**src/rtl/seq_det_pkg.sv**
```systemverilog
// Shared types and helpers for the multi-channel serial pattern detector.
// Used by the top level and by the per-channel sub-module.
package seq_det_pkg;

    typedef enum logic [1:0] {
        IDLE  = 2'd0,
        FILL  = 2'd1,
        ARMED = 2'd2,
        DONE  = 2'd3
    } chan_state_e;

    typedef enum logic [1:0] {
        STICKY  = 2'd0,
        OVERLAP = 2'd1,
        NONOVL  = 2'd2,
        RSVD    = 2'd3
    } det_mode_e;

    // A zero-length pattern is meaningless, so it is promoted to one bit.
    function automatic int unsigned clamp_len(input int unsigned len,
                                              input int unsigned max_len);
        if (len == 0)
            return 1;
        else if (len > max_len)
            return max_len;
        return len;
    endfunction

endpackage

```
**src/rtl/seq_det_chan.sv**
```systemverilog
// One detector channel: shift register, fill count, match FSM,
// registered match flag and saturating hit counter.
module seq_det_chan
    import seq_det_pkg::*;
#(
    parameter int PAT_LEN = 8,
    parameter int CNT_W   = 8,
    parameter int LW      = $clog2(PAT_LEN + 1)
) (
    input  logic               clk,
    input  logic               rst,
    input  logic               clear,
    input  logic               state_reset,
    input  logic               valid,
    input  logic               data,
    input  logic [PAT_LEN-1:0] pattern,
    input  logic [PAT_LEN-1:0] mask,
    input  logic [LW-1:0]      len,
    input  det_mode_e          mode,
    output chan_state_e        state,
    output logic               out,
    output logic [CNT_W-1:0]   hit_cnt
);

    chan_state_e        state_q, state_n;
    logic [PAT_LEN-1:0] sr_q, sr_n;
    logic [LW-1:0]      fill_q, fill_n;
    logic               out_q, out_n;
    logic [CNT_W-1:0]   cnt_q, cnt_n;

    logic [PAT_LEN-1:0] sr_shift;
    logic [LW-1:0]      fill_inc;
    logic               match;

    assign sr_shift = {sr_q[PAT_LEN-2:0], data};
    assign fill_inc = (fill_q < len) ? fill_q + LW'(1) : len;
    assign match    = (fill_inc == len) && (((sr_shift ^ pattern) & mask) == '0);

    always_comb begin
        // NOTE: every next-state variable takes its hold value first, so no
        // path through the branches below can leave one unassigned (no latch).
        state_n = state_q;
        sr_n    = sr_q;
        fill_n  = fill_q;
        out_n   = (state_q == DONE);
        cnt_n   = cnt_q;

        if (clear || state_reset) begin
            state_n = IDLE;
            sr_n    = '0;
            fill_n  = '0;
            out_n   = 1'b0;
            cnt_n   = '0;
        end else if (valid && state_q != DONE) begin
            sr_n   = sr_shift;
            fill_n = fill_inc;
            if (match) begin
                out_n = 1'b1;
                if (cnt_q != '1)
                    cnt_n = cnt_q + CNT_W'(1);
                unique case (mode)
                    OVERLAP: state_n = ARMED;
                    NONOVL: begin
                        state_n = IDLE;
                        sr_n    = '0;
                        fill_n  = '0;
                    end
                    default: state_n = DONE;
                endcase
            end else begin
                state_n = (fill_inc == len) ? ARMED : FILL;
            end
        end
    end

    // NOTE: state is updated with non-blocking assignments so every register
    // samples the pre-edge values; the shift register is reset too, since a
    // stale history could otherwise complete a match right after reset.
    always_ff @(posedge clk or posedge rst) begin
        if (rst) begin
            state_q <= IDLE;
            sr_q    <= '0;
            fill_q  <= '0;
            out_q   <= 1'b0;
            cnt_q   <= '0;
        end else begin
            state_q <= state_n;
            sr_q    <= sr_n;
            fill_q  <= fill_n;
            out_q   <= out_n;
            cnt_q   <= cnt_n;
        end
    end

    assign state   = state_q;
    assign out     = out_q;
    assign hit_cnt = cnt_q;

endmodule

```
**src/rtl/seq_det_mc.sv**
```systemverilog
// Multi-channel serial pattern detector: shadow configuration register,
// pattern mask generation and CH independent detector channels.
module seq_det_mc
    import seq_det_pkg::*;
#(
    parameter  int CH      = 4,
    parameter  int PAT_LEN = 8,
    parameter  int CNT_W   = 8,
    localparam int LW      = $clog2(PAT_LEN + 1)
) (
    input  logic                clk,
    input  logic                rst,
    input  logic                cfg_load,
    input  logic [PAT_LEN-1:0]  cfg_pattern,
    input  logic [LW-1:0]       cfg_len,
    input  logic [1:0]          cfg_mode,
    input  logic [CH-1:0]       in_valid,
    input  logic [CH-1:0]       in_data,
    input  logic [CH-1:0]       in_state_reset,
    output logic [2*CH-1:0]     out_cur_state,
    output logic [CH-1:0]       out,
    output logic [CNT_W*CH-1:0] hit_cnt
);

    logic [PAT_LEN-1:0] pat_q;
    logic [LW-1:0]      len_q;
    det_mode_e          mode_q;
    logic [PAT_LEN-1:0] mask;

    always_ff @(posedge clk or posedge rst) begin
        if (rst) begin
            pat_q  <= '0;
            len_q  <= LW'(PAT_LEN);
            mode_q <= STICKY;
        end else if (cfg_load) begin
            pat_q  <= cfg_pattern;
            len_q  <= LW'(clamp_len(32'(cfg_len), PAT_LEN));
            mode_q <= det_mode_e'(cfg_mode);
        end
    end

    // Only the low len_q bits of history take part in the comparison.
    always_comb begin
        mask = '0;
        for (int i = 0; i < PAT_LEN; i++)
            mask[i] = (i < int'(len_q));
    end

    chan_state_e ch_state [CH];

    for (genvar c = 0; c < CH; c++) begin : g_chan
        seq_det_chan #(
            .PAT_LEN (PAT_LEN),
            .CNT_W   (CNT_W),
            .LW      (LW)
        ) u_chan (
            .clk         (clk),
            .rst         (rst),
            .clear       (cfg_load),
            .state_reset (in_state_reset[c]),
            .valid       (in_valid[c]),
            .data        (in_data[c]),
            .pattern     (pat_q),
            .mask        (mask),
            .len         (len_q),
            .mode        (mode_q),
            .state       (ch_state[c]),
            .out         (out[c]),
            .hit_cnt     (hit_cnt[CNT_W*c +: CNT_W])
        );

        assign out_cur_state[2*c +: 2] = ch_state[c];
    end

endmodule

```
**config.mk**
```make
export PLATFORM = sky130hd
export DESIGN_NAME = seq_det_mc
export DESIGN_NICKNAME = d
export VERILOG_FILES = /design/src/rtl/seq_det_pkg.sv /design/src/rtl/seq_det_chan.sv /design/src/rtl/seq_det_mc.sv
export SDC_FILE = /design/constraint.sdc
export NUM_CORES = 1
export LEC_CHECK = 0
export BUFFER_PORTS_ARGS = -buffer_cell sky130_fd_sc_hd__clkbuf_2
export CORE_ASPECT_RATIO = 0.7
export CORE_MARGIN = 5
export CORE_UTILIZATION = 55
export CTS_CLUSTER_DIAMETER = 30
export CTS_CLUSTER_SIZE = 25
export DETAILED_ROUTE_END_ITERATION = 16
export GPL_TIMING_DRIVEN = 0
export HOLD_SLACK_MARGIN = 0.1
export PLACE_DENSITY = 0.78
export SYNTH_ARGS = -nofsm -noshare
export SYNTH_HDL_FRONTEND = slang
export SYNTH_HIERARCHICAL = 1
export SYNTH_SLANG_ARGS = --single-unit
export TNS_END_PERCENT = 1
```
**constraint.sdc**
```tcl
create_clock -name clk -period 2.64 [get_ports clk]
set_input_delay 0.264 -clock clk [delete_from_list [all_inputs] [get_ports clk]]
set_output_delay 0.264 -clock clk [all_outputs]
set_load 0.01 [all_outputs]
```
==> results of run 1 <==
repair_timing:
item	CTS	global route
resized for setup	13	5
endpoints found under the setup margin	76	57
pin swaps	4	2
endpoints found under the hold margin	13	0
hold buffers	1	0
buffers inserted	0	2
cells in the mapped netlist (8+ instances only):
master    instances  share of area (%)
or3_1            16                1.6
mux2_2           14                2.5
o21ai_0          16                1.3
nand4_1          32                3.2
mux2i_1          16                2.5
xnor2_1          16                2.2
nor3_1            8               0.63
a22oi_1          16                1.9
nand2_1          40                2.4
nand3_1          13                1.0
a21oi_1          20                1.6
a31oi_1          12                1.2
nor2_1           25                1.5
clkbuf_1         12               0.71
a22o_1           48                6.6
and3_1           16                1.6
dfrtp_1         101                 40
o22ai_1           9               0.89
inv_1            28                1.7
ha_1             24                4.7
and2_1            8               0.79
xor2_1           40                5.5
metrics by stage:
| step | util [%] | total power [mW] | hold slack (ns) | std cells | worst slack (ns) |
|---|---|---|---|---|---|
| 6_report | 65.52 | 3.927 | 0.1435 | 867 | -0.1156 |
| 5_1_grt | 65.52 | 4.088 | 0.1466 | 867 | -0.1193 |
| 4_1_cts | 65.26 | 3.928 | 0.1368 | 865 | -0.006572 |
| 3_5_place_dp | 61.77 | 2.468 | 0.4195 | 849 | -0.4131 |
| 3_3_place_gp | 61.77 | 2.435 | 0.4038 | 849 | -0.3601 |
| 2_1_floorplan | - | 2.243 | 0.1525 | 624 | 0.3330 |
cells by family (layout without fill, tap and decap cells):
kind of cell | after synthesis | in the layout | synth area share [%]
AND/OR/NAND/NOR | 195 | 195 | 17.21
AO/OA/AOI/OAI | 171 | 171 | 22.07
flip-flops | 102 | 102 | 40.22
XOR/XNOR | 56 | 56 | 7.726
buffers and inverters | 46 | 136 | 3.035
multiplexers | 30 | 30 | 5.006
adder cells (fa/ha/maj) | 24 | 24 | 4.730
sequential cells by signal, indices dropped and copies added, names as in the netlist:
signal and cells:
g_chan.u_chan/fill_q 16, g_chan.u_chan/out 4, len_q 4, mode_q 2, g_chan.u_chan/state 8, g_chan.u_chan/hit_cnt 32, g_chan.u_chan/sr_q 28, pat_q 8
worst register-to-register path: stages, from the launching register on:
cell     delay [ns]
dfrtp_2        0.55
or3_4          0.47
or2_1          0.31
a22oi_1        0.25
nand4_1        0.30
or4_1          0.62
mux2i_1        0.14
power groups by stage:
| stage | sequential (mW) | clock [mW] | combinational (mW) |
|---|---|---|---|
| finish | 1.71 | 1.43 | 0.779 |
| global route | 1.72 | 1.52 | 0.848 |
| CTS | 1.71 | 1.46 | 0.756 |
| detailed placement | 1.74 | 0 | 0.729 |
| global placement | 1.73 | 0 | 0.701 |
| floorplan | 1.70 | 0 | 0.543 |
final cells by class:
cell class | instances | area (um^2)
clock buffer | 10 | 239.0
clock inverter | 5 | 82.58
multi-input combinational | 476 | 3662
tap | 153 | 191.4
sequential | 102 | 2561
buffer | 18 | 92.59
fill | 882 | 3851
timing repair buffer | 75 | 385.4
inverter | 28 | 105.1
metal layers:
metal	part of all wire [%]	wire, um	up-vias
met3	8.2	1393	24
met1	45	7679	2739
li1	-	-	2570
met4	1.3	217	0
met5	0	0	-
met2	45	7718	274
how the worst max path moves through the flow:
| stage | start | endpoint | slack, ns | cells past startpoint |
|---|---|---|---|---|
| 6_report | len_q[2] | g_chan[3].u_chan/hit_cnt[7] | -0.12 | 6 |
| 5_1_grt | len_q[2] | g_chan[0].u_chan/hit_cnt[7] | -0.12 | 6 |
| 4_1_cts | len_q[3] | g_chan[0].u_chan/hit_cnt[7] | -0.007 | 6 |
| 3_5_place_dp | len_q[1] | g_chan[1].u_chan/sr_q[6] | -0.41 | 6 |
| 3_3_place_gp | len_q[1] | g_chan[0].u_chan/sr_q[3] | -0.36 | 6 |
| 2_1_floorplan | len_q[2] | g_chan[0].u_chan/hit_cnt[3] | 0.33 | 7 |
==> impl_metrics.py, run 1 <==
metrics = {
    "run_status": {
        "outcome": "complete, but fails checks",
        "violations": "negative setup slack",
    },
    "setup_path": {
        "crit_chain": "or3_4 > or2_1 > a22oi_1 > nand4_1 > or4_1 > mux2i_1",
        "reg2reg_to": "g_chan[3].u_chan/hit_cnt[7]",
        "reg2regPathDepth": 6,
        "rrSetupSlack_ns": -0.12,
        "critical_path.reg2reg.startpoint": "len_q[2]",
        "arrival_ns": 2.99,
        "timing_worst_setup_path_type": "reg2reg",
        "critical_path.n_buffers_inverters": 0,
        "required_ns": 2.87,
        "cp_top_family": "simple AND/OR/NAND/NOR gates",
        "critPathSlowestCell": "or4_1",
        "path_max_fanout": 13,
        "cp-end-kind": "register",
        "critPathMaxStageDelay_ns": 0.62,
        "crit_path_start_kind": "register",
    },
    "power": {
        "p_leak_nw": 3.578,
        "intPower_mw": 2.764,
        "swShare_pct": 29.61,
        "switchingPower_mw": 1.163,
        "ir_drop_mv": 0.4010,
        "seqPwrFrac_pct": 43.6,
        "power_frac_clock_pct": 36.5,
        "p_per_area_nw_per_um2": 536.5,
        "combPwrFrac_pct": 19.8,
    },
    "worst_hold_path": {
        "whs_path_depth": 2,
        "whs_endpoint": "pat_q[2]",
        "hp-class": "in2reg",
        "min-delay-start": "cfg_pattern[2]",
    },
    "floorplan": {
        "dieArea_um2": 13830,
        "ios": 73,
        "num_rows": 32,
        "start_util_pct": 56.83,
        "dieHeight_um": 99.89,
        "die_width_um": 138.4,
        "core_um2": 11170,
    },
    "clocking": {
        "clock_sinks": 102,
        "htree_levels": 3,
        "clock_latency_ns": 0.35,
        "root_buffer": "clkbuf_16",
        "cts-buffers-inserted": 9,
        "cts.path.max_buffers": 2,
        "clkTransAtPathRegs_ns": 0.07,
        "cts_tree": "built",
    },
    "logic_synthesis": {
        "synth-edff-count": 0,
        "ys_ff_latch": 102,
        "synth_cell_types": 50,
        "synthFlopType": "dfrtp_1",
        "yosys_warnings": 6,
        "syn_avg_cell_area_um2": 10.17,
        "synthesis.area_um2": 6349,
        "synth-seq-area-share_pct": 40.22,
        "synth-async-reset-ratio_pct": 100.0,
        "synth_fp_nets": 677,
        "netlist_instances": 624,
    },
    "placed_design": {
        "dp_hpwl_mm": 12.24,
        "io_buffers": 72,
        "gp_congestion": 0.9422,
        "placed_area_um2": 6900,
    },
    "timing": {
        "fin_skew_ns": 0.006864,
        "fmax_ghz": 0.3629,
        "setup_ws_ns": -0.1156,
        "fin_tns_setup_ns": -0.1917,
        "period_share_pct": 104.4,
        "slew_viol_final": 0,
        "worst_slew_pin_slew_ns": 0.8694,
        "finalSetupViolations": 3,
        "relSlewSlack_pct": 41.98,
        "hold_viol": 0,
        "min_period_ns": 2.756,
        "rsz0062_at_grt": "yes",
    },
    "global_route": {
        "antenna_found_initial": 0,
        "use_met1_pct": 34.45,
        "grt.overflow.total": 0,
        "grt_pass1_vias": 5387,
        "grt_busiest_layer": "met2",
        "grt_pass1_wl_mm": 27.87,
        "use_met2_pct": 38.34,
        "grt_max_degree": 26,
        "grt_use_met3_pct": 5.810,
        "grt_use_total_pct": 24.41,
    },
    "route": {
        "wl_mm": 17.01,
        "via_per_inst": 6.467,
        "drt-wirelength-per-cell_um": 19.62,
        "drt.antenna.violating_nets": 0,
        "drtPass1Iterations": 5,
        "drc": 0,
        "drt_iter0_drc": 551,
        "vias": 5607,
    },
    "cells_and_area": {
        "syn_to_final_growth_pct": 15.29,
        "layout_common_cells": "98 x dfrtp_1, 73 x clkbuf_2, 48 x a22o_1, 40 x nand2_1, 40 x xor2_1",
        "drive_gt1_share_pct": 19.89,
        "final_common_cell": "dfrtp_1",
        "design_area_um2": 7320,
        "finalNetCount": 763,
        "insertedDiodeCount": 0,
    },
    "run": {
        "drv_cap": 0,
    },
}
No activity file was read; power rests on OpenSTA's default activity.
==> inputs of run 2 (changes only) <==
- SETUP_SLACK_MARGIN: not set -> 0.05
- TNS_END_PERCENT: 1 -> 10
==> run 2 against run 1 <==
  * Cell count increased by 2.5%
  * The flow now finishes without violations
  * Largest cell class unchanged
  * Highest routed layer unchanged
  * Global-route usage increased by 0.39 points
  * First-iteration DRC count rose by 26%
==> impl_metrics.py, run 2 (synthesis gave the netlist of run 1 again) <==
metrics = {
    "global_route": {
        "antenna_found_initial": 0,
        "grt.overflow.total": 0,
        "grt_pass1_vias": 5465,
        "grt_pass1_wl_mm": 28.35,
        "grt_use_total_pct": 24.81,
        "grt_max_degree": 26,
    },
    "timing": {
        "hold_viol": 0,
        "relSlewSlack_pct": 42.49,
        "holdWs_ns": 0.1400,
        "worst_slew_pin_slew_ns": 0.8617,
        "fin_skew_ns": 0.006017,
        "min_period_ns": 2.629,
        "slew_viol_final": 0,
        "period_share_pct": 99.59,
        "finalSetupViolations": 0,
        "fin_tns_setup_ns": 0,
        "fmax_ghz": 0.3804,
        "rsz0062_at_grt": "yes",
        "setup_ws_ns": 0.01090,
    },
    "placed_design": {
        "placed_area_um2": 6900,
        "pre_cts_ws_ns": -0.4131,
        "gp_congestion": 0.9422,
        "dp_hpwl_mm": 12.24,
        "io_buffers": 72,
    },
    "cells_and_area": {
        "syn_to_final_growth_pct": 18.82,
        "largest_reg_flops": 32,
        "final_common_cell": "dfrtp_1",
        "finalNetCount": 785,
        "insertedDiodeCount": 0,
        "design_area_um2": 7543,
        "fin_util_pct": 67.53,
        "drive_gt1_share_pct": 23.23,
        "layout_common_cells": "98 x dfrtp_1, 75 x clkbuf_2, 48 x a22o_1, 40 x nand2_1, 40 x xor2_1",
    },
    "clocking": {
        "cts_tree": "built",
        "cts.path.max_buffers": 2,
        "clock_latency_ns": 0.35,
        "cts-buffers-inserted": 9,
        "clock_sinks": 102,
        "htree_levels": 3,
        "clkTransAtPathRegs_ns": 0.07,
        "root_buffer": "clkbuf_16",
    },
    "route": {
        "via_per_inst": 6.504,
        "wl_mm": 17.76,
        "drt.antenna.violating_nets": 0,
        "drt-wirelength-per-cell_um": 19.98,
        "drc": 0,
        "vias": 5782,
        "drtPass1Iterations": 7,
        "drt_iter0_drc": 695,
    },
    "setup_path": {
        "rrSetupSlack_ns": 0.01,
        "required_ns": 2.88,
        "path_max_fanout": 8,
        "arrival_ns": 2.87,
        "timing_worst_setup_path_type": "reg2reg",
        "crit_path_start_kind": "register",
        "cp-end-kind": "register",
    },
    "floorplan": {
        "ios": 73,
        "dieHeight_um": 99.89,
        "dieArea_um2": 13830,
        "start_util_pct": 56.83,
        "die_width_um": 138.4,
        "core_um2": 11170,
        "num_rows": 32,
    },
    "power": {
        "p_leak_nw": 3.702,
        "ir_drop_mv": 0.4121,
        "p_per_area_nw_per_um2": 532.7,
    },
    "run_status": {
        "outcome": "completed",
    },
    "worst_hold_path": {
        "hp-class": "in2reg",
    },
    "run": {
        "drv_cap": 0,
    },
}
[run 2: cell count changes in the layout (fill, tap and decap cells not counted), moves of 2 or more]
cell / change
clkbuf_2: +2
nor2b_2: +2
dfrtp_4: +2
dfrtp_2: -2
nor2b_1: -3
buf_4: +20
buf_2: -3
[run 2: path summary, 6_finish.rpt]
| kind | from | endpoint | cells after the start |
|---|---|---|---|
| setup / recovery | len_q[3] | g_chan[3].u_chan/hit_cnt[7] | 6 |
| max in group asynchronous | rst | g_chan[1].u_chan/hit_cnt[5] | 3 |
| hold / removal | cfg_pattern[2] | pat_q[2] | 2 |
| min in group asynchronous | rst | pat_q[0] | 3 |
| setup reg to reg | len_q[3] | g_chan[3].u_chan/hit_cnt[7] | 6 |
| hold reg to reg | g_chan[0].u_chan/sr_q[6] | g_chan[0].u_chan/sr_q[6] | 1 |
[run 2: per-layer routing]
layer	vias up	routed length [um]	GRT usage, %
met3	44	1470	5.667
li1	2610	-	-
met1	2815	7931	34.60
met4	0	308	6.986
met5	-	0	0
met2	313	8049	39.28
[run 2: where the power goes]
group	internal, mW	switching [mW]
Combinational	0.360	0.511
Clock	0.855	0.589
Sequential	1.60	0.100
Total	2.82	1.20
[run 2: worst max-delay path, cell delays in order, from the launching register on]
cell	delay, ns
dfstp_4	0.53
or3_4	0.44
or2_1	0.32
a22oi_2	0.21
nand4_1	0.28
or4_4	0.60
mux2i_1	0.13
[run 2: final cells by class]
cell class	instances	area (um^2)
flip-flops and latches	102	2566
well taps	153	191.4
repair buffers	97	570.5
clock inverters	5	82.58
inverters	28	105.1
fillers	842	3627
multi-input cells	476	3694
clock buffers	10	239.0
plain buffers	18	95.09
[run 2: through the flow]
stage               cells  total power, mW
floorplan             624            2.243
global placement      849            2.435
detailed placement    849            2.468
CTS                   871            3.935
global route          889            4.168
finish                889            4.018
[run 2: timing repair]
action                                 4_1_cts  5_1_grt
setup buffers                                6       18
hold buffers                                 1        0
cloned                                       0        0
endpoints found under the hold margin       13        0
resized for setup                           13       16
pin swaps                                    6        3
setup endpoints to repair                   80       78
